--- config.mk ---
export PLATFORM = sky130hd
export DESIGN_NAME = gfn_round_engine
export DESIGN_NICKNAME = d
export VERILOG_FILES = /design/src/rtl/gfn_round_engine.sv
export SDC_FILE = /design/constraint.sdc
export NUM_CORES = 1
export LEC_CHECK = 0
export CORE_ASPECT_RATIO = 2
export CORE_MARGIN = 5
export CORE_UTILIZATION = 50
export CTS_BUF_LIST = sky130_fd_sc_hd__clkbuf_8 sky130_fd_sc_hd__clkbuf_16
export DETAILED_ROUTE_END_ITERATION = 8
export PLACE_DENSITY = 0.86
export RECOVER_POWER = 100
export SYNTH_ARGS = -nofsm -noshare
export SYNTH_HDL_FRONTEND = slang
export SYNTH_SLANG_ARGS = --single-unit
--- constraint.sdc ---
create_clock -name clk -period 5.3 [get_ports clk]
set_clock_uncertainty 0.2 [all_clocks]
set_input_delay 1.06 -clock clk [delete_from_list [all_inputs] [get_ports clk]]
set_output_delay 1.06 -clock clk [all_outputs]
set_load 0.05 [all_outputs]
--- src/rtl/gfn_round_engine.sv ---
// gfn_round_engine
//
// Iterative generalised-Feistel round engine for an NWORDS x WORD_W block. Each clock applies
// one step of NWORDS-1 sub-rounds, so an operation takes STEPS = NROUNDS/(NWORDS-1) cycles.
// Round keys and S-box lookups come from external combinational units addressed by step_idx;
// decryption walks the steps in reverse and exactly inverts encryption.
//
// Word packing: word i lives at [WORD_W*(NWORDS-i)-1 -: WORD_W] (word 0 is the MSB word). The
// same MSB-first layout applies to key_in (k1 first) and to the S-box lane vectors.
//
// Ports:
//   clk       in   clock, rising edge
//   rst       in   synchronous active-high reset
//   start     in   begin an operation; ignored while busy
//   mode_dec  in   1 = decrypt, 0 = encrypt; sampled with start
//   data_in   in   input block; sampled with start
//   key_in    in   round keys k1..k(N-1) for the current step_idx (combinational)
//   step_idx  out  step index presented to the key schedule (registered)
//   sbox_sel  out  S-box table select, equal to step_idx[0]
//   sbox_in   out  S-box lane inputs s0..s(N-2)
//   sbox_out  in   F(s_j) per lane (combinational)
//   busy      out  operation in progress
//   done      out  one-cycle pulse; data_out valid
//   data_out  out  result, held until the next accepted start
module gfn_round_engine #(
  parameter int unsigned WORD_W  = 9,
  parameter int unsigned NWORDS  = 4,
  parameter int unsigned NROUNDS = 93,
  parameter int unsigned STEP_W  = 5
) (
  input  logic                         clk,
  input  logic                         rst,
  input  logic                         start,
  input  logic                         mode_dec,
  input  logic [NWORDS*WORD_W-1:0]     data_in,
  input  logic [(NWORDS-1)*WORD_W-1:0] key_in,
  output logic [STEP_W-1:0]            step_idx,
  output logic                         sbox_sel,
  output logic [(NWORDS-1)*WORD_W-1:0] sbox_in,
  input  logic [(NWORDS-1)*WORD_W-1:0] sbox_out,
  output logic                         busy,
  output logic                         done,
  output logic [NWORDS*WORD_W-1:0]     data_out
);

  localparam int unsigned LANES = NWORDS - 1;
  localparam int unsigned STEPS = NROUNDS / LANES;
  localparam logic [STEP_W-1:0] LAST_STEP = STEP_W'(STEPS - 1);

  // Elaboration-time sanity checks on the parameter set.
  if (NWORDS < 2) begin : g_chk_nwords
    $error("gfn_round_engine: NWORDS must be at least 2");
  end
  if ((NROUNDS % LANES) != 0 || STEPS < 1) begin : g_chk_nrounds
    $error("gfn_round_engine: NROUNDS must be a non-zero multiple of NWORDS-1");
  end
  if ((64'd1 << STEP_W) < 64'(STEPS)) begin : g_chk_step_w
    $error("gfn_round_engine: STEP_W too narrow for STEPS");
  end

  typedef enum logic [0:0] {StIdle, StRun} state_e;

  state_e                   state_q;
  logic                     mode_q;
  logic [STEP_W-1:0]        step_q;
  logic                     busy_q;
  logic                     done_q;
  logic [NWORDS*WORD_W-1:0] data_out_q;
  logic [WORD_W-1:0]        x_q [NWORDS];

  logic [WORD_W-1:0]        key_w  [LANES];
  logic [WORD_W-1:0]        fout_w [LANES];
  logic [WORD_W-1:0]        y_enc  [NWORDS];
  logic [WORD_W-1:0]        y_dec  [NWORDS];
  logic [WORD_W-1:0]        y_w    [NWORDS];
  logic [NWORDS*WORD_W-1:0] y_packed;
  logic                     last_step;

  // Split the key and S-box return vectors into lanes; lane j carries k(j+1) and F(s_j).
  always_comb begin
    for (int j = 0; j < LANES; j++) begin
      key_w[j]  = key_in[WORD_W*(LANES-j)-1 -: WORD_W];
      fout_w[j] = sbox_out[WORD_W*(LANES-j)-1 -: WORD_W];
    end
  end

  // Encrypt step: every lane reads the current state, so the S-box lanes are independent.
  always_comb begin
    for (int j = 0; j < LANES; j++) begin
      y_enc[j] = x_q[j+1] ^ key_w[j] ^ fout_w[j];
    end
    y_enc[LANES] = x_q[0];
  end

  // Decrypt step: lane i-1 is fed with y(i-1), so the lanes form a chain through the
  // external S-boxes (N-1 S-box delays in series).
  always_comb begin
    y_dec[0] = x_q[LANES];
    for (int i = 1; i < NWORDS; i++) begin
      y_dec[i] = key_w[i-1] ^ x_q[i-1] ^ fout_w[i-1];
    end
  end

  always_comb begin
    y_packed = '0;
    for (int i = 0; i < NWORDS; i++) begin
      y_w[i] = mode_q ? y_dec[i] : y_enc[i];
      y_packed[WORD_W*(NWORDS-i)-1 -: WORD_W] = y_w[i];
    end
  end

  always_comb begin
    sbox_in = '0;
    for (int j = 0; j < LANES; j++) begin
      sbox_in[WORD_W*(LANES-j)-1 -: WORD_W] = mode_q ? y_dec[j] : x_q[j];
    end
  end

  // Decrypt counts down to 0, encrypt counts up to STEPS-1.
  assign last_step = mode_q ? (step_q == '0) : (step_q == LAST_STEP);

  always_ff @(posedge clk) begin
    if (rst) begin
      state_q    <= StIdle;
      mode_q     <= 1'b0;
      step_q     <= '0;
      busy_q     <= 1'b0;
      done_q     <= 1'b0;
      data_out_q <= '0;
      for (int i = 0; i < NWORDS; i++) begin
        x_q[i] <= '0;
      end
    end else begin
      done_q <= 1'b0;
      unique case (state_q)
        StIdle: begin
          if (start) begin
            for (int i = 0; i < NWORDS; i++) begin
              x_q[i] <= data_in[WORD_W*(NWORDS-i)-1 -: WORD_W];
            end
            mode_q  <= mode_dec;
            step_q  <= mode_dec ? LAST_STEP : '0;
            busy_q  <= 1'b1;
            state_q <= StRun;
          end
        end
        StRun: begin
          for (int i = 0; i < NWORDS; i++) begin
            x_q[i] <= y_w[i];
          end
          if (last_step) begin
            // step_idx deliberately stays on the final index while idle.
            data_out_q <= y_packed;
            done_q     <= 1'b1;
            busy_q     <= 1'b0;
            state_q    <= StIdle;
          end else begin
            step_q <= mode_q ? (step_q - 1'b1) : (step_q + 1'b1);
          end
        end
        default: begin
          state_q <= StIdle;
          busy_q  <= 1'b0;
        end
      endcase
    end
  end

  assign step_idx = step_q;
  assign sbox_sel = step_q[0];
  assign busy     = busy_q;
  assign done     = done_q;
  assign data_out = data_out_q;

endmodule

# Word-level counts from Yosys, hierarchy flattened
# Memories as Yosys holds them, arrays and structs flattened.
# Cells that the tools add are included.
# word_totals
ff_bits	45
ram_bits	36
out_inout_bits	71
mem_count	1
# memory_table
memory	words	word_bits	read_ports	rd_ports_with_merged_regs	wr	line	source
x_q	4	9	4	0	4	69	logic [WORD_W-1:0] x_q [NWORDS];
# op_classes
addsub	2
n_eq_ne	4
mux	36
n_bitwise	21
reduce_logical	6
# op_table
cell	count
2-to-1 mux 9 bit	15
bitwise XOR 9 bit	12
2-to-1 mux 5 bit	4
2-to-1 mux 1 bit	14
case mux 5 bit (2 select lines)	1
OR 1 bit	8
AND reduction 2 bit	4
adder 5 x 1 -> 5 bit, second input constant	1
== test 5 bit, second input constant	1
zero test 5 bit	1
subtractor 5 x 1 -> 5 bit, second input constant	1
inequality test 2 bit, second input constant	2
case mux 1 bit (2 select lines)	2
inequality test 2 x 1 -> 1 bit, second input constant	1
OR reduction 2 bit	1
inverter 1 bit	1

# Logic depth before layout (Yosys ltp)
# Gate-level depths: netlist of the first run.
# depth
word_depth	6
depth_mapped	8

# Worst setup path after synthesis of the first run
# OpenSTA, ideal clock, no wires.
# synth_timing
path_type	flip-flop to output port
from	register mode_q
to	output sbox_in[6]
arrival_time_ps	2091
required_time_ps	4040
slack_ps	1949
stages_incl_launch_ff	5
n_path_buf	3
cell_sequence	dfxtp_1 clkbuf_1 clkbuf_1 buf_1 o21ai_0
# synth_between
elab_chain_cells	1
# synth_rtl
element	line	source
from (decl)	64	logic mode_q;
from (signal assigned)	141	mode_q <= mode_dec;
2-to-1 mux 9 bit	115	sbox_in[WORD_W*(LANES-j)-1 -: WORD_W] = mode_q ? y_dec[j] : x_q[j];
to (decl)	39	output logic [(NWORDS-1)*WORD_W-1:0] sbox_in,
# No other way between the ends.

# Worst setup path after layout of the first run
# layout_timing
from	register mode_q
to	output sbox_in[3]
# The elaborated chain is that of the path after synthesis.

==> summary.txt, run 1 <==
Outcome
  – Result of the run: complete, but fails checks
  – Failing checks: max-capacitance violations, max-slew violations

Synth
  – Asr flop ratio synth: 0
  – FF+latch count, synth: between 80 and 90
  – Top-area cell type share of the netlist area: 0.219
  – Mapped Area: 4940 µm²
  – XOR/XNOR Fraction of Synth Area: 0.188
  – Sequential-to-total area share from yosys stat: 0.401
  – Synth Area in Simple Gates: 0.173
  – Synth unique cells: 40
  – Top FF cell, synth: dfxtp_1
  – Largest cells by area after synthesis: edfxtp_1 (22%), dfxtp_1 (18%), xor3_1 (8.7%), xnor2_1 (8.2%), o21ai_0 (5.8%)
  – Main combinational cell family by area after synthesis: XOR/XNOR gates
  – Synth Area in Compound Gates: 0.170
  – Post-synth EDFFs: 36
  – Syn avg cell area: ~9.5 µm²
  – Syn nets: 620
  – Yosys warnings: 0
  – Largest area contributor in the netlist: edfxtp_1
  – Mapped Cells: around 520
  – Multiplexer area fraction after synthesis: 0.00608
  – Post-Synth Adder-Cell Area: 0.0116

Cells and area
  – Nets: around 770
  – Reg area: 1980 µm²
  – Area Overhead vs Synth: 38.2%
  – Fillers: 782
  – Multi-input combinational cell area: between 2000 and 3000 µm²
  – Ratio of cells with drive above 1 in the final layout: 0.0446

CTS
  – Total CTS buffers: 9
  – Htree depth: 3
  – Clk_lat worst skew: 0.33 ns
  – Hold_buf cts: 0
  – Clock sink count: 81
  – Setup bufs post-CTS: 0
  – Resize count post-CTS: 0
  – Clock transition at path regs: approximately 0.060 ns
  – CTS tree: built
  – Clock Tree Buf Depth: 2
  – Root Driver: clkbuf_16

Setup path
  – Worst Setup End Kind: primary output
  – R2R depth: 5
  – Flop-to-flop setup slack: around 2 ns
  – Crit Path Category: flop to primary output
  – Worst path required time: 4.04 ns
  – Worst EP arrival: 3.30 ns
  – Worst r2r src: step_idx[1]
  – Crit path launch type: flop
  – Worst Path Max Fanout: 98
  – RR Endpoint: data_out[8]

Timing
  – Least-Margin Pin Slew: 1.79 ns
  – Final hold vios: 0
  – Min Clock Period, post-route: 4.56 ns
  – Finish-stage setup viols: 0
  – Fmax: about 0.22 GHz
  – Max_slew headroom: -0.192
  – Worst hold margin: about 0.29 ns
  – Slew Viols, Final: 151
  – RSZ-0062 raised after global routing: false
  – Setup_tns: 0 ns
  – Final worst-path cycle share: 0.860

Die
  – Initial Utilization: 0.509
  – Row count: between 50 and 60
  – Core ar.: a little under 10000 µm²
  – I/O pins: ~170
  – Die W: 80.3 µm
  – Die ar.: about 12000 µm²
  – Die height: 151 µm

Power and ir drop
  – Power Dens Cells: between 200 and 300 nW/µm²
  – Peak supply drop: between 200 and 250 µV
  – Leak: 0.00286 µW

Drt
  – DR pass1 iterations: 5
  – Via density per instance: around 5.5
  – # DRC: 0
  – Initial drt markers: roughly 360
  – Drt total wl: around 15000 µm
  – Wire per inst: 18.9 µm
  – ANT nets after route: 0
  – Total number of vias: ~4400

Min path
  – Hold depth: 2
  – Min-Delay Path Class: flop to flop
  – Hold_sp: data_out[30]
  – Hold Path End: data_out[30]

GRT
  – Largest net degree at the start of global routing: 99
  – Vias in the first global route: approximately 4500
  – GRT Total Usage: 0.251
  – First-pass GRT wire length: about 23000 µm
  – Initial antenna violation count: 1
  – Total gr overflow: 0

Placed design
  – GPL Wtd Cong: 0.912
  – Port Buffers: ~160
  – Hpwl dp: approximately 12000 µm

Job
  – Max cap viols: 2
[synthesized netlist by cell type (all sizes together) (4+ instances only)]
| library cell | n |
|---|---|
| nor2 | 70 |
| o21ai | 57 |
| nand2 | 51 |
| xnor2 | 46 |
| dfxtp | 45 |
| edfxtp | 36 |
| nor3 | 28 |
| a22o | 27 |
| clkbuf | 24 |
| inv | 20 |
| xor3 | 18 |
| nand2b | 11 |
| xor2 | 11 |
| a21o | 10 |
| buf | 10 |
| nor2b | 10 |
| a211oi | 9 |
| a31oi | 9 |
| a21oi | 4 |
| nand3 | 4 |
[worst max-delay path: stages, from the launching register on]
cell and delay [ns]:
dfxtp_2 0.43, clkbuf_2 1.20, nand2_1 0.19, o21ai_0 0.19
dlygate4sd3_1 0.93
[logic make-up (layout without fill, tap and decap cells)]
family / count (synthesis) / count (layout)
AO/OA/AOI/OAI: 121 / 121
XOR/XNOR: 75 / 75
adder cells (fa/ha/maj): 4 / 4
buffers and inverters: 55 / 205
flip-flops: 81 / 81
multiplexers: 3 / 3
other: 0 / 1
AND/OR/NAND/NOR: 183 / 183
[flip-flops by register name, indices dropped and copies added, names as in the netlist]
register and cells:
state_q 1, busy 1, data_out 36, step_idx 5, mode_q 1, done 1
x_q 36
[power by group]
group | total, µW | leakage [µW] | switching [µW] | internal [µW]
combinational | 636 | 0.00194 | 373 | 263
clock | 580 | 0.000146 | 239 | 341
sequential | 741 | 0.000771 | 37.2 | 704
total | 1960 | 0.00286 | 649 | 1310
[placed cells by master, fill, tap and decap left out, drive strengths merged, types with 2 or more instances in the layout]
cell	synthesis	final
clkdlybuf4s50	0	92
dlygate4sd3	0	71
nor2	70	70
o21ai	57	57
nand2	51	51
xnor2	46	46
dfxtp	45	45
edfxtp	36	36
nor3	28	28
a22o	27	27
inv	20	22
xor3	18	18
clkbuf	24	13
xor2	11	11
nand2b	11	11
nor2b	10	10
a21o	10	10
a31oi	9	9
a211oi	9	9
nand3	4	4
a21oi	4	4
clkinv	1	4
mux2i	3	3
ha	3	3
or4	2	2
o311ai	2	2
and2	2	2
buf	10	2
[worst max path at each step]
stage                 start           to
6_report             mode_q   sbox_in[3]
5_1_grt              mode_q   sbox_in[3]
4_1_cts        sbox_out[24]  sbox_in[15]
3_5_place_dp   sbox_out[24]  sbox_in[15]
3_3_place_gp   sbox_out[16]   sbox_in[7]
2_1_floorplan        mode_q   sbox_in[6]
[area by class of cell]
type                       count  area share
clock buffer                  10      0.0367
clock inverter                 6     0.00495
sequential                    81       0.291
antenna                        1    0.000367
timing repair buffer         168       0.243
inverter                      21      0.0115
multi-input combinational    386       0.389
tap                          132      0.0242
[through the flow]
stage / setup slack [ns] / area [µm²] / power, µW / instances / util
floorplan: 1.95 / 4940 / 1170 / 522 / -
global placement: 1.14 / 6610 / 1390 / 788 / 0.681
detailed placement: 1.08 / 6610 / 1410 / 788 / 0.681
CTS: 1.07 / 6890 / 1980 / 804 / 0.711
global route: 0.502 / 6830 / 2030 / 805 / 0.704
finish: 0.740 / 6830 / 1960 / 805 / 0.704
[per-layer routing]
layer  part of all wire  global-route usage  up-vias
li1                   -                   -     2096
met5                  0                   0        -
met2               0.54               0.458      188
met4              0.042               0.114        0
met3              0.057              0.0419       36
met1               0.36               0.276     2075
Power figures use the tool's default switching activity.
==> inputs of run 2 (changes only) <==
==> config.mk (replaced) <==
export PLATFORM = sky130hd
export DESIGN_NAME = gfn_round_engine
export DESIGN_NICKNAME = d
export VERILOG_FILES = /design/src/rtl/gfn_round_engine.sv
export SDC_FILE = /design/constraint.sdc
export NUM_CORES = 1
export LEC_CHECK = 0
export CAP_MARGIN = 20
export CORE_ASPECT_RATIO = 2
export CORE_MARGIN = 5
export CORE_UTILIZATION = 51
export CTS_BUF_LIST = sky130_fd_sc_hd__clkbuf_2 sky130_fd_sc_hd__clkbuf_4 sky130_fd_sc_hd__clkbuf_8
export DETAILED_ROUTE_END_ITERATION = 8
export PLACE_DENSITY = 0.88
export RECOVER_POWER = 100
export SYNTH_ARGS = -nofsm -noshare
export SYNTH_HDL_FRONTEND = slang
export SYNTH_SLANG_ARGS = --single-unit
==> summary.txt, run 2 (same netlist as run 1, synthesis figures left out) <==
Outcome
  – Result of the run: complete, but fails checks
  – Failing checks: max-capacitance violations, max-slew violations

Placed design
  – Dpl ws: 1.05 ns
  – GPL Wtd Cong: 0.920
  – Placed cell area: between 6000 and 7000 µm²
  – Hpwl dp: roughly 11000 µm
  – Port Buffers: between 150 and 200

Setup path
  – R2R depth: 5
  – Crit Path Category: input pin to primary output
  – Worst Setup End Kind: primary output
  – Crit path launch type: input pin
  – Worst EP arrival: 3.05 ns
  – Worst path required time: between 4 and 5 ns
  – Worst Path Max Fanout: 2

GRT
  – First-pass GRT wire length: around 23000 µm
  – Grt peak-use layer: met2
  – GR met3 Demand/Resource: 0.0514
  – GR Util met2: 0.431
  – Initial antenna violation count: 0
  – Largest net degree at the start of global routing: 99
  – Vias in the first global route: between 4000 and 5000
  – M1 GR Usage: 0.288
  – GRT Total Usage: 0.255
  – Total gr overflow: 0

Drt
  – # DRC: 0
  – Drt total wl: 15100 µm
  – Initial drt markers: 306
  – Total number of vias: between 4000 and 5000
  – Via density per instance: 5.62
  – DR pass1 iterations: 5
  – Wire per inst: roughly 19 µm
  – ANT nets after route: 0

CTS
  – Clk_lat worst skew: roughly 0.35 ns
  – Clock transition at path regs: 0.07 ns
  – Clock sink count: a little over 80
  – Resize count post-CTS: 0
  – Total CTS buffers: 9
  – Htree depth: 3
  – Hold_buf cts: 0
  – CTS tree: built
  – Root Driver: clkbuf_8
  – Clock Tree Buf Depth: 2
  – Setup bufs post-CTS: 0

Min path
  – Min-Delay Path Class: flop to flop
  – Hold depth: 2

Timing
  – Max_slew headroom: -0.224
  – Slew Viols, Final: 119
  – Setup_tns: 0 ns
  – Finish-stage setup viols: 0
  – Worst hold margin: between 0.2 and 0.3 ns
  – Fmax: around 0.23 GHz
  – Final Worst Setup Slack: a little under 1 ns
  – RSZ-0062 raised after global routing: false
  – Final hold vios: 0
  – Final worst-path cycle share: 0.813
  – Least-Margin Pin Slew: about 1.8 ns
  – Min Clock Period, post-route: approximately 4.3 ns

Cells and area
  – Area Overhead vs Synth: 37.0%
  – Most frequent cells in the layout: clkdlybuf4s50_1 (92), dlygate4sd3_1 (71), nor2_1 (69), o21ai_0 (57), nand2_1 (51)
  – Fillers: 738
  – Util after Layout: 0.703
  – Design area: between 6000 and 7000 µm²
  – Nets: approximately 770
  – Commonest non-fill, non-tap cell in the layout: clkdlybuf4s50_1
  – # diodes: 0
  – Ratio of cells with drive above 1 in the final layout: 0.0461

Die
  – Core ar.: about 9600 µm²
  – Row count: just over 50
  – I/O pins: ~170
  – Die ar.: between 10000 and 15000 µm²
  – Initial Utilization: 0.513
  – Die height: 149 µm
  – Die W: 79.6 µm

Power and ir drop
  – Leak: 0.00283 µW
  – Sw Ratio: 0.334
  – Peak supply drop: between 150 and 200 µV
  – Power Dens Cells: 278 nW/µm²
  – Internal power: ~1300 µW
  – Sequential share of power: 0.392
  – Clock power share: 0.270
  – Power share of the combinational group: 0.338
  – NetSw: 629 µW

Job
  – Max cap viols: 3
## run 2: worst max-delay path, cell delays in order
cell and delay [ns]:
clkdlybuf4s50_1 0.45, xor3_1 0.40, nand2_1 0.06, o21ai_0 0.14, dlygate4sd3_1 0.93
## run 2: worst paths after layout
kind | from | to | slack [ns]
max | sbox_out[10] | sbox_in[1] | 0.99
min | data_out[17] | data_out[17] | 0.29
max reg2reg | mode_q | data_out[4] | 1.79
min reg2reg | data_out[17] | data_out[17] | 0.29
## run 2: metrics by stage
step | std cells | power, µW
2_1_floorplan | 522 | 1170
3_3_place_gp | 788 | 1390
3_5_place_dp | 788 | 1410
4_1_cts | 804 | 1910
5_1_grt | 804 | 1960
6_report | 804 | 1890
## run 2: power by group through the flow
stage               clock, µW  combinational, µW  sequential, µW
global route              543                675             745
finish                    508                638             739
global placement            0                636             751
detailed placement          0                653             753
floorplan                   0                386             781
CTS                       517                657             739
## run 2: cell type report
class                      count  area, µm²  area share
clock buffer                  11        151      0.0224
tap                          132        165      0.0244
inverter                      21       78.8      0.0116
sequential                    81       1980       0.293
multi-input combinational    386       2660       0.392
clock inverter                 5       76.3      0.0113
timing repair buffer         168       1660       0.245
## run 2: per-layer routing
layer,vias up,share of wire
met1,2144,0.35
met4,0,0.056
met2,219,0.52
met3,59,0.073
li1,2094,-
met5,-,0
